File: src/rtl/writeback_stage_pkg.sv
// writeback_stage_pkg: shared widths, source-select codes and state encoding for the write-back stage
package writeback_stage_pkg;
  localparam int DEF_DATA_W = 16;
  localparam int DEF_ADDR_W = 3;
  localparam int DEF_MEM_WAIT_MAX = 15;
  localparam logic [1:0] SRC_ALU = 2'd0;
  localparam logic [1:0] SRC_MEM = 2'd1;
  localparam logic [1:0] SRC_LINK = 2'd2;
  typedef enum logic [1:0] {IDLE, WAIT_MEM, COMMIT} state_t;
endpackage

File: src/rtl/writeback_stage_if.sv
// writeback_stage_if: memory-stage to write-back handshake (in_valid/in_ready plus regwr, wraddr, src, alu, link payload)
interface writeback_stage_if
  import writeback_stage_pkg::*;
#(
  parameter int DATA_W = DEF_DATA_W,
  parameter int ADDR_W = DEF_ADDR_W
);
  logic in_valid;
  logic in_ready;
  logic in_regwr;
  logic [ADDR_W-1:0] in_wraddr;
  logic [1:0] in_src;
  logic [DATA_W-1:0] in_alu;
  logic [DATA_W-1:0] in_link;
  modport master(output in_valid, in_regwr, in_wraddr, in_src, in_alu, in_link, input in_ready);
  modport slave(input in_valid, in_regwr, in_wraddr, in_src, in_alu, in_link, output in_ready);
endinterface

File: src/rtl/wb_timeout_counter.sv
// wb_timeout_counter: load-wait counter (clock, reset, clear, enable in; tc out, high on the last permitted wait cycle)
module wb_timeout_counter #(
  parameter int MEM_WAIT_MAX = 15
) (
  input  logic clock,
  input  logic reset,
  input  logic clear,
  input  logic enable,
  output logic tc
);
  localparam int CW = $clog2(MEM_WAIT_MAX + 1);
  localparam logic [CW-1:0] LAST = CW'(MEM_WAIT_MAX - 1);
  logic [CW-1:0] cnt;
  always_ff @(posedge clock or posedge reset) begin
    if (reset) cnt <= '0;
    else if (clear) cnt <= '0;
    else if (enable) cnt <= cnt + CW'(1);
  end
  assign tc = cnt == LAST;
endmodule

File: src/rtl/writeback_stage.sv
// writeback_stage: retires one instruction per transfer on up, writes regfile via regWren/wraddr/wrdata, taps fwd_*, flags load timeouts on mem_err
module writeback_stage
  import writeback_stage_pkg::*;
#(
  parameter int DATA_W = DEF_DATA_W,
  parameter int ADDR_W = DEF_ADDR_W,
  parameter int MEM_WAIT_MAX = DEF_MEM_WAIT_MAX
) (
  input  logic clock,
  input  logic reset,
  writeback_stage_if.slave up,
  input  logic [DATA_W-1:0] mem_rdata,
  input  logic mem_ready,
  output logic regWren,
  output logic [ADDR_W-1:0] wraddr,
  output logic [DATA_W-1:0] wrdata,
  output logic fwd_valid,
  output logic [ADDR_W-1:0] fwd_addr,
  output logic [DATA_W-1:0] fwd_data,
  output logic mem_err
);
  state_t state;
  logic p_regwr;
  logic [ADDR_W-1:0] p_addr;
  logic accept, is_mem, tc;
  logic [DATA_W-1:0] sel;
  assign up.in_ready = state != WAIT_MEM;
  assign accept = up.in_valid && up.in_ready;
  assign is_mem = up.in_src == SRC_MEM;
  assign sel = up.in_src == SRC_LINK ? up.in_link : up.in_alu;
  assign fwd_valid = state == COMMIT && p_regwr;
  assign fwd_addr = wraddr;
  assign fwd_data = wrdata;
  wb_timeout_counter #(.MEM_WAIT_MAX(MEM_WAIT_MAX)) u_tmo (
    .clock(clock),
    .reset(reset),
    .clear(accept && is_mem),
    .enable(state == WAIT_MEM && !mem_ready),
    .tc(tc)
  );
  // wraddr/wrdata change only when a real write lands, so they hold across idle and non-writing commits
  always_ff @(posedge clock or posedge reset) begin
    if (reset) begin
      state <= IDLE;
      regWren <= 1'b0;
      wraddr <= '0;
      wrdata <= '0;
      mem_err <= 1'b0;
      p_regwr <= 1'b0;
      p_addr <= '0;
    end else begin
      regWren <= 1'b0;
      if (accept) begin
        p_regwr <= up.in_regwr;
        p_addr <= up.in_wraddr;
        if (is_mem) state <= WAIT_MEM;
        else begin
          state <= COMMIT;
          regWren <= up.in_regwr;
          if (up.in_regwr) begin
            wraddr <= up.in_wraddr;
            wrdata <= sel;
          end
        end
      end else if (state == WAIT_MEM) begin
        if (mem_ready) begin
          state <= COMMIT;
          regWren <= p_regwr;
          if (p_regwr) begin
            wraddr <= p_addr;
            wrdata <= mem_rdata;
          end
        end else if (tc) begin
          state <= IDLE;
          mem_err <= 1'b1;
        end
      end else state <= IDLE;
    end
  end
endmodule

File: src/flat_wrapper.sv
// flat-port wrapper written by rule: the top's interface ports become plain ports
module writeback_stage_flat import writeback_stage_pkg::*;
#(
  parameter int DATA_W = DEF_DATA_W,
  parameter int ADDR_W = DEF_ADDR_W,
  parameter int MEM_WAIT_MAX = DEF_MEM_WAIT_MAX
)
  (clock, reset, mem_rdata, mem_ready, regWren, wraddr, wrdata, fwd_valid, fwd_addr, fwd_data, mem_err, up_in_valid, up_in_regwr, up_in_wraddr, up_in_src, up_in_alu, up_in_link, up_in_ready);
  writeback_stage_if #(.DATA_W(DATA_W), .ADDR_W(ADDR_W)) up_i ();
  input  logic clock;
  input  logic reset;
  input  logic [DATA_W-1:0] mem_rdata;
  input  logic mem_ready;
  output logic regWren;
  output logic [ADDR_W-1:0] wraddr;
  output logic [DATA_W-1:0] wrdata;
  output logic fwd_valid;
  output logic [ADDR_W-1:0] fwd_addr;
  output logic [DATA_W-1:0] fwd_data;
  output logic mem_err;
  input wire logic [$bits(up_i.in_valid)-1:0] up_in_valid;
  input wire logic [$bits(up_i.in_regwr)-1:0] up_in_regwr;
  input wire logic [$bits(up_i.in_wraddr)-1:0] up_in_wraddr;
  input wire logic [$bits(up_i.in_src)-1:0] up_in_src;
  input wire logic [$bits(up_i.in_alu)-1:0] up_in_alu;
  input wire logic [$bits(up_i.in_link)-1:0] up_in_link;
  output wire logic [$bits(up_i.in_ready)-1:0] up_in_ready;
  assign up_i.in_valid = up_in_valid;
  assign up_i.in_regwr = up_in_regwr;
  assign up_i.in_wraddr = up_in_wraddr;
  assign up_i.in_src = up_in_src;
  assign up_i.in_alu = up_in_alu;
  assign up_i.in_link = up_in_link;
  assign up_in_ready = up_i.in_ready;
  writeback_stage #(.DATA_W(DATA_W), .ADDR_W(ADDR_W), .MEM_WAIT_MAX(MEM_WAIT_MAX)) u_core (.clock(clock), .reset(reset), .up(up_i), .mem_rdata(mem_rdata), .mem_ready(mem_ready), .regWren(regWren), .wraddr(wraddr), .wrdata(wrdata), .fwd_valid(fwd_valid), .fwd_addr(fwd_addr), .fwd_data(fwd_data), .mem_err(mem_err));
endmodule
File: config.mk
export PLATFORM = sky130hd
export DESIGN_NAME = writeback_stage_flat
export DESIGN_NICKNAME = d
export VERILOG_FILES = /design/src/rtl/writeback_stage_pkg.sv /design/src/rtl/writeback_stage_if.sv /design/src/rtl/wb_timeout_counter.sv /design/src/rtl/writeback_stage.sv /design/src/flat_wrapper.sv
export SDC_FILE = /design/constraint.sdc
export NUM_CORES = 1
export LEC_CHECK = 0
export ABC_AREA = 1
export ABC_CLOCK_PERIOD_IN_PS = 1300
export CORE_ASPECT_RATIO = 1.25
export CORE_MARGIN = 2
export CORE_UTILIZATION = 37
export CTS_BUF_LIST = sky130_fd_sc_hd__clkbuf_16
export DETAILED_ROUTE_END_ITERATION = 16
export PLACE_DENSITY = 0.78
export SLEW_MARGIN = 20
export SYNTH_ARGS = -nofsm -noshare
export SYNTH_HDL_FRONTEND = slang
export SYNTH_HIERARCHICAL = 1
export SYNTH_SLANG_ARGS = --single-unit
File: constraint.sdc
create_clock -name clock -period 1.3 [get_ports clock]
set_clock_uncertainty 0.15 [all_clocks]
set_input_delay 0.195 -clock clock [delete_from_list [all_inputs] [get_ports clock]]
set_output_delay 0.195 -clock clock [all_outputs]
set_load 0.03 [all_outputs]
## After elaboration in Yosys (flattened, before gate mapping)

Index checks and enable logic that the tools add are counted.
W data, S select, Z words.

| operators by class | value |
|---|---|
| add/sub/neg operators | 1 |
| equality and inequality tests | 9 |
| muxes and demuxes | 24 |
| bitwise operators | 2 |
| reductions and logical operators | 11 |

Operators with widths:

| cell | number |
|---|---|
| $mux W16 | 7 |
| $mux W3 | 6 |
| $mux W2 | 5 |
| $mux W4 | 2 |
| $reduce_bool A2 Y1 | 4 |
| $reduce_and A5 Y1 | 1 |
| $add A4 B1 Y4 const B | 1 |
| $eq A2 B1 Y1 const B | 2 |
| $eq A2 B2 Y1 const B | 2 |
| $eq A4 B4 Y1 const B | 1 |
| $logic_and A1 B1 Y1 | 4 |
| $mux W1 | 4 |
| $ne A2 B2 Y1 const B | 2 |
| $ne A4 B2 Y1 const B | 1 |
| $reduce_and A4 Y1 | 1 |
| $ne A2 B1 Y1 const B | 1 |
| $not A1 Y1 | 2 |
| $logic_not A1 Y1 | 1 |

| storage, ports and cells | value |
|---|---|
| register bits after elaboration | 31 |
| input port bits | 58 |
| output and inout port bits | 42 |
| word-level logic and storage cells | 55 |

## Depth between registers and ports, before layout

| logic depth | value |
|---|---|
| depth in word-level cells | 5 |
| mapped depth | 10 |
| mapped depth without buffers | 9 |

## By module

The synthesis kept the hierarchy.

Modules (own cells, without submodules):

| module | times used | cells an instance | area each (um^2) | seq. area each (um^2) |
|---|---|---|---|---|
| writeback_stage | 1 | 249 | 1823.0 | 675.6 |
| wb_timeout_counter | 1 | 26 | 214.0 | 100.1 |

## Worst setup path after synthesis

No wires, ideal clock.

| path | value |
|---|---|
| path kind | reg-to-reg |
| start point | reg u_core.state[1] |
| end point | reg u_core.wrdata[14], in the netlist u_core/fwd_data[14] |
| library setup time | 117 ps |
| arrival time | 1125 ps |
| data required time | 1033 ps |
| setup slack | -92 ps |
| cell stages (with the launch flop) | 11 |
| path buffers | 2 |
| period minus slack after synthesis | 1392 ps |
| cell sequence | dfrtp_1 inv_2 nand2_4 nand2_4 inv_4 buf_6 buf_12 nand2_2 nand2_1 nand2_1 nand2_1 |

| between the ends | value |
|---|---|
| longest elaborated chain between the ends | 4 |
| elaborated cells between the ends (all ways) | 10 |
| those cells by class | eq/ne (4); mux (1); reduce/logical (5) |

RTL lines:

| item | line | text |
|---|---|---|
| start: declaration | writeback_stage.sv:22 | `state_t state;` |
| start signal: assignment | writeback_stage.sv:44 | `state <= IDLE;` |
| start signal: assignment | writeback_stage.sv:56 | `if (is_mem) state <= WAIT_MEM;` |
| start signal: assignment | writeback_stage.sv:58 | `state <= COMMIT;` |
| $ne A2 B1 Y1 * | writeback_stage.sv:27 | `assign up.in_ready = state != WAIT_MEM;` |
| via up_in_ready | flat_wrapper.sv:27 | `output wire logic [$bits(up_i.in_ready)-1:0] up_in_ready;` |
| $logic_and A1 B1 Y1 * | writeback_stage.sv:28 | `assign accept = up.in_valid && up.in_ready;` |
| $ne A2 B2 Y1 (no line) / $reduce_bool A2 Y1 (equally long branches) | -- |  |
| $reduce_and A5 Y1 (no line) | -- |  |
| end signal: assignment | writeback_stage.sv:62 | `wrdata <= sel;` |
| end signal: assignment | writeback_stage.sv:71 | `wrdata <= mem_rdata;` |
| end: declaration | writeback_stage.sv:16 | `output logic [DATA_W-1:0] wrdata,` |

The timed path passes the listed nets; every way through them passes the cells marked *.
A chain may end at the register's enable or synchronous reset.

## Final worst setup path

| path | value |
|---|---|
| start point | reg u_core.state[1] |
| end point | out up_in_ready |

| between the ends | value |
|---|---|
| longest elaborated chain between the ends | 1 |

RTL lines:

| item | line |
|---|---|
| $ne A2 B1 Y1 | writeback_stage.sv:27 |
| end: declaration | flat_wrapper.sv:27 |

Every way passes these cells.

==> impl_metrics.csv <==
group,metric,value,unit
drt,wl_per_cell,13.5,um
floorplan,start_util,37.9,%
power,power.density,1290,mW/mm^2
synth,synth_ff_type,"dfrtp_1",
synth,ys_async_sr_fraction,100,%
clock_tree,htreeDepth,2,
worst_setup_path,r2r_end,"u_core/u_tmo/cnt[3]",
timing,hold_viol,0,
global_route,track_usage,19.9,%
global_route,grt_max_degree,20,
floorplan,dieArea,0.00612,mm^2
synth,ys_seq_elements,31,
placed_design,place.gp.congestion,0.848,
floorplan,floorplan.rows,30,
cells_and_area,fin_nets,435,
placed_design,place_area,0.00291,mm^2
synth,ys_types,23,
synth,syn-cell-area,0.00204,mm^2
worst_setup_path,critPathKind,"register to output pin",
timing,slew_violations,0,
global_route,gr-total-overflow,0,
timing,setup_viol,24,
clock_tree,clk_pin_slew,0.05,ns
worst_setup_path,endpoint,"up_in_ready",
synth,synth-edff-count,0,
worst_setup_path,cp.arrival,1.09,ns
clock_tree,cts_buffers,5,
synth,ys_top_cells_by_area,"dfrtp_1 38%, nand2_1 23%, buf_4 7.7%",
drt,vias,2089,
drt,vias_per_cell,4.76,
synth,yosys.area.top_type,"dfrtp_1",
clock_tree,numClockSinks,31,
floorplan,die-height,87.0,um
synth,yosys_warnings,6,
drt,antenna_left,0,
cells_and_area,diodes,0,
timing,max_freq,699,MHz
worst_setup_path,reg2reg_depth,9,
synth,synthTopCellsByCount,"126 x nand2_1, 31 x dfrtp_1, 26 x nand3_1",
worst_setup_path,cp-end-kind,"output pin",
outcome,status,"finished with violations",
flow_run,maxCapViolations,0,
synth,synth.most_common_cell,"nand2_1",
worst_setup_path,crit_path_start,"u_core/state[1]",
synth,synth_area_per_cell,7.41,um^2
clock_tree,clockBufferDepth,2,
global_route,antenna_found_initial,0,
worst_setup_path,r2r_start,"u_core/state[0]",
global_route,grt_pass1_vias,2029,
synth,syn-num-nets,335,
worst_hold_path,hold_class,"input pin to async pin",
worst_setup_path,start_kind,"register",
worst_setup_path,reg2reg_slack,-0.10,ns
timing,relSlewSlack,83.3,%
timing,worst_pin_slew,0.250,ns
clock_tree,cts_tree,"yes",
cells_and_area,syn2layout_area_growth,57.9,%
placed_design,hpwl,4.37,mm
drt,route.detailed.drc,0,
drt,drt_iter0_drc,131,
floorplan,die_x,70.4,um
global_route,grt_pass1_wl,9.54,mm
outcome,violations,"setup timing",
power,vdd_drop_max,0.000610,V
floorplan,io_pins,100,
drt,routed_wl,5.91,mm
synth,synth_top_area_share,38.1,%
cells_and_area,final_util,59.9,%
synth,synthCells,275,
worst_setup_path,required,0.95,ns
clock_tree,root_buffer,"clkbuf_16",
power,power.leakage,1.71,nW
floorplan,core_area,0.00537,mm^2
clock_tree,worstSkewPairLatency,0.27,ns
timing,setup_ws,-0.131,ns
synth,synth-seq-area-share,38.1,%
drt,firstDrtPassIters,4,
cells_and_area,drive_above_1_share,33.1,%
timing,timing.final.crit_share,110,%
placed_design,io_buffers,99,
timing,final.min_clock_period,1.43,ns
worst_setup_path,cp_max_fo,3,
timing,rsz0062_at_grt,"true",
cells_and_area,final_cell_area,0.00322,mm^2
## cells by family after synthesis
kind of cell	Yosys count	share of synthesized area [%]
flip-flops	31	38.1
AO/OA/AOI/OAI	6	1.90
buffers and inverters	45	15.8
adder cells (fa/ha/maj)	2	1.23
AND/OR/NAND/NOR	191	43.0
## final cells by class
class / instances / area [um^2]
Clock buffer: 5 / 125
Tap cell: 64 / 80.1
Multi-Input combinational cell: 199 / 1010
Timing Repair Buffer: 126 / 1160
Clock inverter: 2 / 8.76
Sequential cell: 31 / 776
Inverter: 12 / 52.6
Fill cell: 497 / 2150
## power by group
part,internal (W),total [W],switching (W)
sequential,0.00114,0.00130,0.000159
combinational,0.000757,0.00179,0.00103
clock,0.000685,0.00106,0.000373
## through the flow
| step | setup TNS [ns] | hold slack [ns] | power, W | worst slack [ns] | cells |
|---|---|---|---|---|---|
| 2_1_floorplan | -1.29 | -0.189 | 0.00246 | -0.0920 | 275 |
| 3_3_place_gp | -7.42 | 0.284 | 0.00301 | -0.343 | 427 |
| 6_report | -1.80 | 0.000751 | 0.00415 | -0.131 | 439 |
| 4_1_cts | -1.23 | 0.00761 | 0.00414 | -0.103 | 436 |
| 3_5_place_dp | -7.95 | 0.294 | 0.00304 | -0.378 | 427 |
| 5_1_grt | -3.39 | 0.0149 | 0.00436 | -0.217 | 439 |
## registers in the layout, indices dropped and copies added (netlist names)
| signal | cells |
|---|---|
| u_core/p_addr | 3 |
| u_core/fwd_addr | 3 |
| u_core/state | 2 |
| u_core/fwd_data | 16 |
| u_core/mem_err | 1 |
| u_core/u_tmo/cnt | 4 |
| u_core/regWren | 1 |
| u_core/p_regwr | 1 |
## per-layer routing
layer	vias to the layer above	wire length, um	global-route usage (%)
li1	1038	-	-
met1	956	2500	23.5
met2	87	2910	35.7
met3	8	427	5.09
met4	0	71	5.24
met5	-	0	0
## worst max-delay path, cell delays in order, from the launching register on
cell	delay, ns
dfrtp_1	0.42
inv_2	0.08
nand2_4	0.06
buf_6	0.12
buf_6	0.13
## cells in the final DEF (no fill, tap or decap), types with 2 or more instances in the layout
cell type          n
nand2_1          116
clkdlybuf4s50_1   56
buf_4             56
dfrtp_1           31
nand3_1           25
nand2_2           20
buf_6             11
nand3_2           11
nor2_1             8
clkbuf_16          6
inv_1              6
inv_2              5
nand2_4            5
nor2_4             3
o22ai_1            2
ha_1               2
## repair_timing
action | CTS | global route
gates cloned | 1 | 1
buffers inserted | 1 | 2
pin swaps | 0 | 8
gates resized for setup | 17 | 20
setup endpoints to repair | 24 | 27
hold buffers | 0 | 0
## worst min-delay path by stage
stage	startpoint	end	slack [ns]	cells after the start
floorplan	reset	u_core/u_tmo/cnt[0]	-0.19	1
global placement	reset	u_core/u_tmo/cnt[3]	0.28	2
detailed placement	reset	u_core/u_tmo/cnt[3]	0.29	2
CTS	reset	u_core/u_tmo/cnt[3]	0.008	2
global route	reset	u_core/u_tmo/cnt[3]	0.01	2
finish	reset	u_core/u_tmo/cnt[3]	0.0008	2
Note: power is estimated with default switching activity, not from simulation.
